$ cat config.mk
export PLATFORM = sky130hd
export DESIGN_NAME = als_sensor_emu
export DESIGN_NICKNAME = d
export VERILOG_FILES = /design/src/rtl/als_pkg.sv /design/src/rtl/edge_sync.sv /design/src/rtl/als_sensor_emu.sv
export SDC_FILE = /design/constraint.sdc
export NUM_CORES = 1
export LEC_CHECK = 0
export BUFFER_PORTS_ARGS = -buffer_cell sky130_fd_sc_hd__clkbuf_2
export CORE_MARGIN = 5
export CORE_UTILIZATION = 45
export CTS_CLUSTER_DIAMETER = 30
export DETAILED_ROUTE_END_ITERATION = 16
export GPL_ROUTABILITY_DRIVEN = 1
export HOLD_SLACK_MARGIN = 0.15
export MAX_ROUTING_LAYER = met4
export SYNTH_ARGS = -nofsm -noshare
export SYNTH_HDL_FRONTEND = slang
export SYNTH_SLANG_ARGS = --single-unit
export TNS_END_PERCENT = 1
$ cat constraint.sdc
create_clock -name clk -period 2.23 [get_ports clk]
set_input_delay 0.446 -clock clk [delete_from_list [all_inputs] [get_ports clk]]
set_output_delay 0.446 -clock clk [all_outputs]
set_load 0.005 [all_outputs]
$ cat src/rtl/als_pkg.sv
`default_nettype none
// ============================================================================
// Module      : als_pkg
// Description : Shared frame geometry and FSM encoding for the ALS emulator.
// Revision    : 1.0 - initial release
// ============================================================================
package als_pkg;

    localparam int ALS_LEAD_Z  = 4;
    localparam int ALS_DATA_W  = 8;
    localparam int ALS_TRAIL_Z = 4;
    localparam int ALS_FRAME_W = ALS_LEAD_Z + ALS_DATA_W + ALS_TRAIL_Z;

    typedef enum logic [1:0] {
        WAIT_HIGH = 2'd0,
        IDLE      = 2'd1,
        SHIFT     = 2'd2
    } als_state_e;

endpackage
`default_nettype wire

$ cat src/rtl/edge_sync.sv
`default_nettype none
// ============================================================================
// Module      : edge_sync
// Description : Multi-flop synchronizer with one extra registered copy for
//               level, rise and fall detection of an asynchronous input.
// Revision    : 1.0 - initial release
// ============================================================================
module edge_sync #(
    parameter int   STAGES    = 2,
    parameter logic RESET_VAL = 1'b1
) (
    input  logic clk,
    input  logic rst_n,
    input  logic d_i,
    output logic level_o,
    output logic rise_o,
    output logic fall_o
);

    logic [STAGES-1:0] sync_q;
    logic              prev_q;

    always_ff @(posedge clk or negedge rst_n) begin
        if (!rst_n) begin
            sync_q <= {STAGES{RESET_VAL}};
            prev_q <= RESET_VAL;
        end else begin
            sync_q <= {sync_q[STAGES-2:0], d_i};
            prev_q <= sync_q[STAGES-1];
        end
    end

    assign level_o = sync_q[STAGES-1];
    assign rise_o  = sync_q[STAGES-1] & ~prev_q;
    assign fall_o  = ~sync_q[STAGES-1] & prev_q;

endmodule
`default_nettype wire

$ cat src/rtl/als_sensor_emu.sv
`default_nettype none
// ============================================================================
// Module      : als_sensor_emu
// Description : SPI responder emulating the ambient-light sensor ADC; shifts
//               a zero-padded sample frame out on sdo on each sck fall.
// Revision    : 1.0 - initial release
// ============================================================================
module als_sensor_emu
    import als_pkg::*;
#(
    parameter int DATA_W      = ALS_DATA_W,
    parameter int LEAD_Z      = ALS_LEAD_Z,
    parameter int TRAIL_Z     = ALS_TRAIL_Z,
    parameter int SYNC_STAGES = 2
) (
    input  logic              clk,
    input  logic              rst_n,
    input  logic              ncs,
    input  logic              sck,
    output logic              sdo,
    input  logic [DATA_W-1:0] sample_in,
    input  logic              sample_we,
    output logic              busy,
    output logic              frame_done,
    output logic              frame_short
);

    localparam int FRAME_W  = LEAD_Z + DATA_W + TRAIL_Z;
    localparam int CNT_W    = $clog2(FRAME_W + 1);
    localparam int SETTLE_W = $clog2(SYNC_STAGES + 1);

    logic w_ncs_level;
    logic w_ncs_rise;
    logic w_ncs_fall;
    logic w_sck_fall;
    logic w_unused_sck_level;
    logic w_unused_sck_rise;

    edge_sync #(
        .STAGES    (SYNC_STAGES),
        .RESET_VAL (1'b1)
    ) u_ncs_sync (
        .clk     (clk),
        .rst_n   (rst_n),
        .d_i     (ncs),
        .level_o (w_ncs_level),
        .rise_o  (w_ncs_rise),
        .fall_o  (w_ncs_fall)
    );

    edge_sync #(
        .STAGES    (SYNC_STAGES),
        .RESET_VAL (1'b1)
    ) u_sck_sync (
        .clk     (clk),
        .rst_n   (rst_n),
        .d_i     (sck),
        .level_o (w_unused_sck_level),
        .rise_o  (w_unused_sck_rise),
        .fall_o  (w_sck_fall)
    );

    als_state_e          state_q,  state_d;
    logic [FRAME_W-1:0]  shreg_q,  shreg_d;
    logic [CNT_W-1:0]    cnt_q,    cnt_d;
    logic [DATA_W-1:0]   shadow_q, shadow_d;
    logic [SETTLE_W-1:0] settle_q, settle_d;
    logic                busy_q,   busy_d;
    logic                done_q,   done_d;
    logic                short_q,  short_d;
    logic                sdo_q,    sdo_d;
    logic                w_settled;

    // The synchronizer resets to "idle high"; until the real pin level has
    // propagated through it, a high ncs reading cannot be trusted.
    assign w_settled = (settle_q == SETTLE_W'(SYNC_STAGES));

    always_ff @(posedge clk or negedge rst_n) begin
        if (!rst_n) begin
            state_q  <= WAIT_HIGH;
            shreg_q  <= '0;
            cnt_q    <= '0;
            shadow_q <= '0;
            settle_q <= '0;
            busy_q   <= 1'b0;
            done_q   <= 1'b0;
            short_q  <= 1'b0;
            sdo_q    <= 1'b0;
        end else begin
            state_q  <= state_d;
            shreg_q  <= shreg_d;
            cnt_q    <= cnt_d;
            shadow_q <= shadow_d;
            settle_q <= settle_d;
            busy_q   <= busy_d;
            done_q   <= done_d;
            short_q  <= short_d;
            sdo_q    <= sdo_d;
        end
    end

    always_comb begin
        state_d  = state_q;
        shreg_d  = shreg_q;
        cnt_d    = cnt_q;
        busy_d   = busy_q;
        done_d   = 1'b0;
        short_d  = short_q;
        shadow_d = sample_we ? sample_in : shadow_q;
        settle_d = w_settled ? settle_q : settle_q + 1'b1;

        case (state_q)
            WAIT_HIGH: begin
                busy_d = 1'b0;
                if (w_settled && w_ncs_level) begin
                    state_d = IDLE;
                end
            end
            IDLE: begin
                if (w_ncs_fall) begin
                    shreg_d = {{LEAD_Z{1'b0}}, (sample_we ? sample_in : shadow_q),
                               {TRAIL_Z{1'b0}}};
                    cnt_d   = '0;
                    busy_d  = 1'b1;
                    state_d = SHIFT;
                end
            end
            SHIFT: begin
                // A coincident sck fall is dropped: the frame is already over.
                if (w_ncs_rise) begin
                    busy_d  = 1'b0;
                    done_d  = 1'b1;
                    short_d = (cnt_q < CNT_W'(FRAME_W));
                    state_d = IDLE;
                end else if (w_sck_fall) begin
                    shreg_d = {shreg_q[FRAME_W-2:0], 1'b0};
                    if (cnt_q < CNT_W'(FRAME_W)) begin
                        cnt_d = cnt_q + 1'b1;
                    end
                end
            end
            default: begin
                state_d = WAIT_HIGH;
                busy_d  = 1'b0;
            end
        endcase

        sdo_d = (state_d == SHIFT) & shreg_d[FRAME_W-1];
    end

    assign sdo         = sdo_q;
    assign busy        = busy_q;
    assign frame_done  = done_q;
    assign frame_short = short_q;

endmodule
`default_nettype wire
==> results.sh <==
export IMPL_status="complete, no violations"
export IMPL_rsz0062_at_grt="false"
export IMPL_synth_edf_count=0
export IMPL_power_mw=2.33
export IMPL_clk_pin_slew_ns=0.08
export IMPL_synth_nets=173
export IMPL_synth_compound_area_frac=0.154
export IMPL_syn_avg_cell_area_sq_um=12.5
export IMPL_p_per_area_mw_per_mm2=1070
export IMPL_synthMuxAreaShare=0.106
export IMPL_arrival_ns=2.06
export IMPL_area_growth_pct=13.3
export IMPL_drtIter0Drc=50
export IMPL_endpoint_kind="register"
export IMPL_core_area_sq_mm=0.00409
export IMPL_cts_setup_buffers=0
export IMPL_n_antenna_cell=0
export IMPL_ys_warn_count=0
export IMPL_wire_per_inst_microns=16.1
export IMPL_start_kind="register"
export IMPL_synthDominantCellAreaShare=0.466
export IMPL_clock_sinks=42
export IMPL_ir_worst_vdd_mv=0.536
export IMPL_ff_latch_area_sq_mm=0.00106
export IMPL_min_path_type="in2async"
export IMPL_slew_viol_final=0
export IMPL_cts_root_buf="clkbuf_8"
export IMPL_clkLatencyLatePin_ns=0.29
export IMPL_drt_first_pass_iters=6
export IMPL_cts_made_buffers=5
export IMPL_synth_most_common_cell="dfrtp_1"
export IMPL_portBuffers=16
export IMPL_fp_dieW_microns=75.5
export IMPL_ctsHoldBuffers=0
export IMPL_p_leak_nw=1.03
export IMPL_cp_max_fo=14
export IMPL_multi_input_area_sq_um=811
export IMPL_start_util=0.473
export IMPL_required_ns=2.41
export IMPL_netlist_top_cells_count="dfrtp_1, nand2_1, mux2_2"
export IMPL_relSlewSlack=0.458
export IMPL_track_usage=0.144
export IMPL_overflow=0
export IMPL_drive_above_1_share=0.328
export IMPL_rows=23
export IMPL_max_freq_mhz=532
export IMPL_yosys_cell_types_count=46
export IMPL_cts_tree="yes"
export IMPL_grt_max_degree=35
export IMPL_ys_top_cells_by_area="dfrtp_1, dfstp_2, mux2_2"
export IMPL_fin_skew_ns=0.00601
export IMPL_dieArea_sq_mm=0.00570
export IMPL_period_minus_slack_ns=1.88
export IMPL_cts_max_level=2
export IMPL_ios=17
export IMPL_grt_pass1_vias=1344
export IMPL_critPathKind="reg2reg"
export IMPL_dp_hpwl_mm=2.51
export IMPL_maxCapViolations=0
export IMPL_wirelength_mm=3.65
export IMPL_post_synth_top_area_cell="dfrtp_1"
export IMPL_synth_top_family_by_area="compound AO/OA/AOI/OAI gates"
export IMPL_fin_nets=195
export IMPL_synthArstFlopShare=1.00
export IMPL_synth_adder_area_share=0.0389
export IMPL_synth_seq_cells=42
export IMPL_antenna_found_initial=0
export IMPL_ant_nets=0
export IMPL_viasPerCell=5.65
export IMPL_vias=1282
export IMPL_clockBufferDepth=2
export IMPL_synth_xor_area_share=0.00453
export IMPL_drc=0
export IMPL_syn_instance_count=154
export IMPL_worst_slew_pin_transition_ns=0.813
export IMPL_cts_resized=0
export IMPL_die_h_microns=75.5
export IMPL_synth_simple_gate_area_frac=0.116
export IMPL_gp_congestion=0.779
export IMPL_grt_pass1_wl_mm=5.94
export IMPL_finalSetupViolations=0
export IMPL_netlist_area_sq_mm=0.00193
export IMPL_fin_setup_tns_ns=0
export IMPL_min_period_over_period=0.843
export IMPL_ys_flop_type="dfrtp_1"
export IMPL_ys_seq_area_frac=0.548
export IMPL_nFillCells=347
export IMPL_hold_viol=0
## cells in the final DEF, fill, tap and decap left out, types with 5 or more instances in the layout
master / n
dfrtp_1: 36
clkbuf_8: 5
nand2_1: 13
dfstp_2: 6
buf_4: 5
clkbuf_2: 16
a21oi_1: 5
ha_1: 6
o21ai_0: 6
mux2_2: 12
a32o_1: 8
inv_1: 8
## layout make-up
type / instances / area share
Multi-Input combinational cell: 98 / 0.370
Clock inverter: 3 / 0.0183
Tap cell: 50 / 0.0286
Clock buffer: 5 / 0.0314
Sequential cell: 42 / 0.484
Inverter: 8 / 0.0137
Timing Repair Buffer: 21 / 0.0537
## state kept, by name (all words and copies together), names as in the netlist, 2 cells and up
register and cells:
shreg_q 15, u_ncs_sync.sync_q 2, settle_q 2, state_q 2
cnt_q 5, u_sck_sync.sync_q 2, shadow_q 8
## per-stage QoR
stage	cell area, sq um	utilization	setup WS, ns	hold WS, ns	std cells
5_1_grt	2190	0.536	0.251	0.209	227
3_3_place_gp	2080	0.509	0.424	0.346	219
6_report	2190	0.536	0.351	0.225	227
4_1_cts	2190	0.536	0.360	0.219	227
2_1_floorplan	1930	-	0.519	0.150	154
3_5_place_dp	2080	0.509	0.380	0.347	219
## worst paths after layout
check	slack (ns)	end	cells after the start	startpoint
setup reg to reg	0.35	shreg_q[5]$_DFFE_PN0P_	6	state_q[1]$_DFF_PN0_
hold reg to reg	0.36	u_sck_sync.sync_q[1]$_DFF_PN1_	0	u_sck_sync.sync_q[0]$_DFF_PN1_
max in group asynchronous	1.38	shreg_q[5]$_DFFE_PN0P_	2	rst_n
setup / recovery	0.35	shreg_q[5]$_DFFE_PN0P_	6	state_q[1]$_DFF_PN0_
hold / removal	0.23	sdo$_DFF_PN0_	1	rst_n
min in group clk	0.23	u_ncs_sync.sync_q[0]$_DFF_PN1_	1	ncs
## where the power goes
| group | leakage (nW) | internal [mW] | switching, mW |
|---|---|---|---|
| registers | 0.537 | 0.884 | 0.0850 |
| clock network | 0.0579 | 0.329 | 0.257 |
| logic | 0.438 | 0.342 | 0.435 |
## cell families after synthesis
| family | after synthesis |
|---|---|
| AND/OR/NAND/NOR | 37 |
| multiplexers | 17 |
| AO/OA/AOI/OAI | 37 |
| flip-flops | 42 |
| adder cells (fa/ha/maj) | 6 |
| XOR/XNOR | 1 |
| buffers and inverters | 14 |
## metal layers
metal | GRT usage | up-vias | share of wire
met4 | 0.0660 | 0 | 0.0088
met1 | 0.170 | 648 | 0.45
met5 | - | - | 0
li1 | - | 603 | -
met2 | 0.227 | 27 | 0.50
met3 | 0.0422 | 4 | 0.040
## critical path: stages (launching register included)
cell     delay [ns]
dfrtp_1        0.41
inv_1          0.08
ha_1           0.22
inv_1          0.12
o21ai_4        0.31
a21o_4         0.25
mux2_2         0.36
Note: power is estimated with default switching activity, not from simulation.
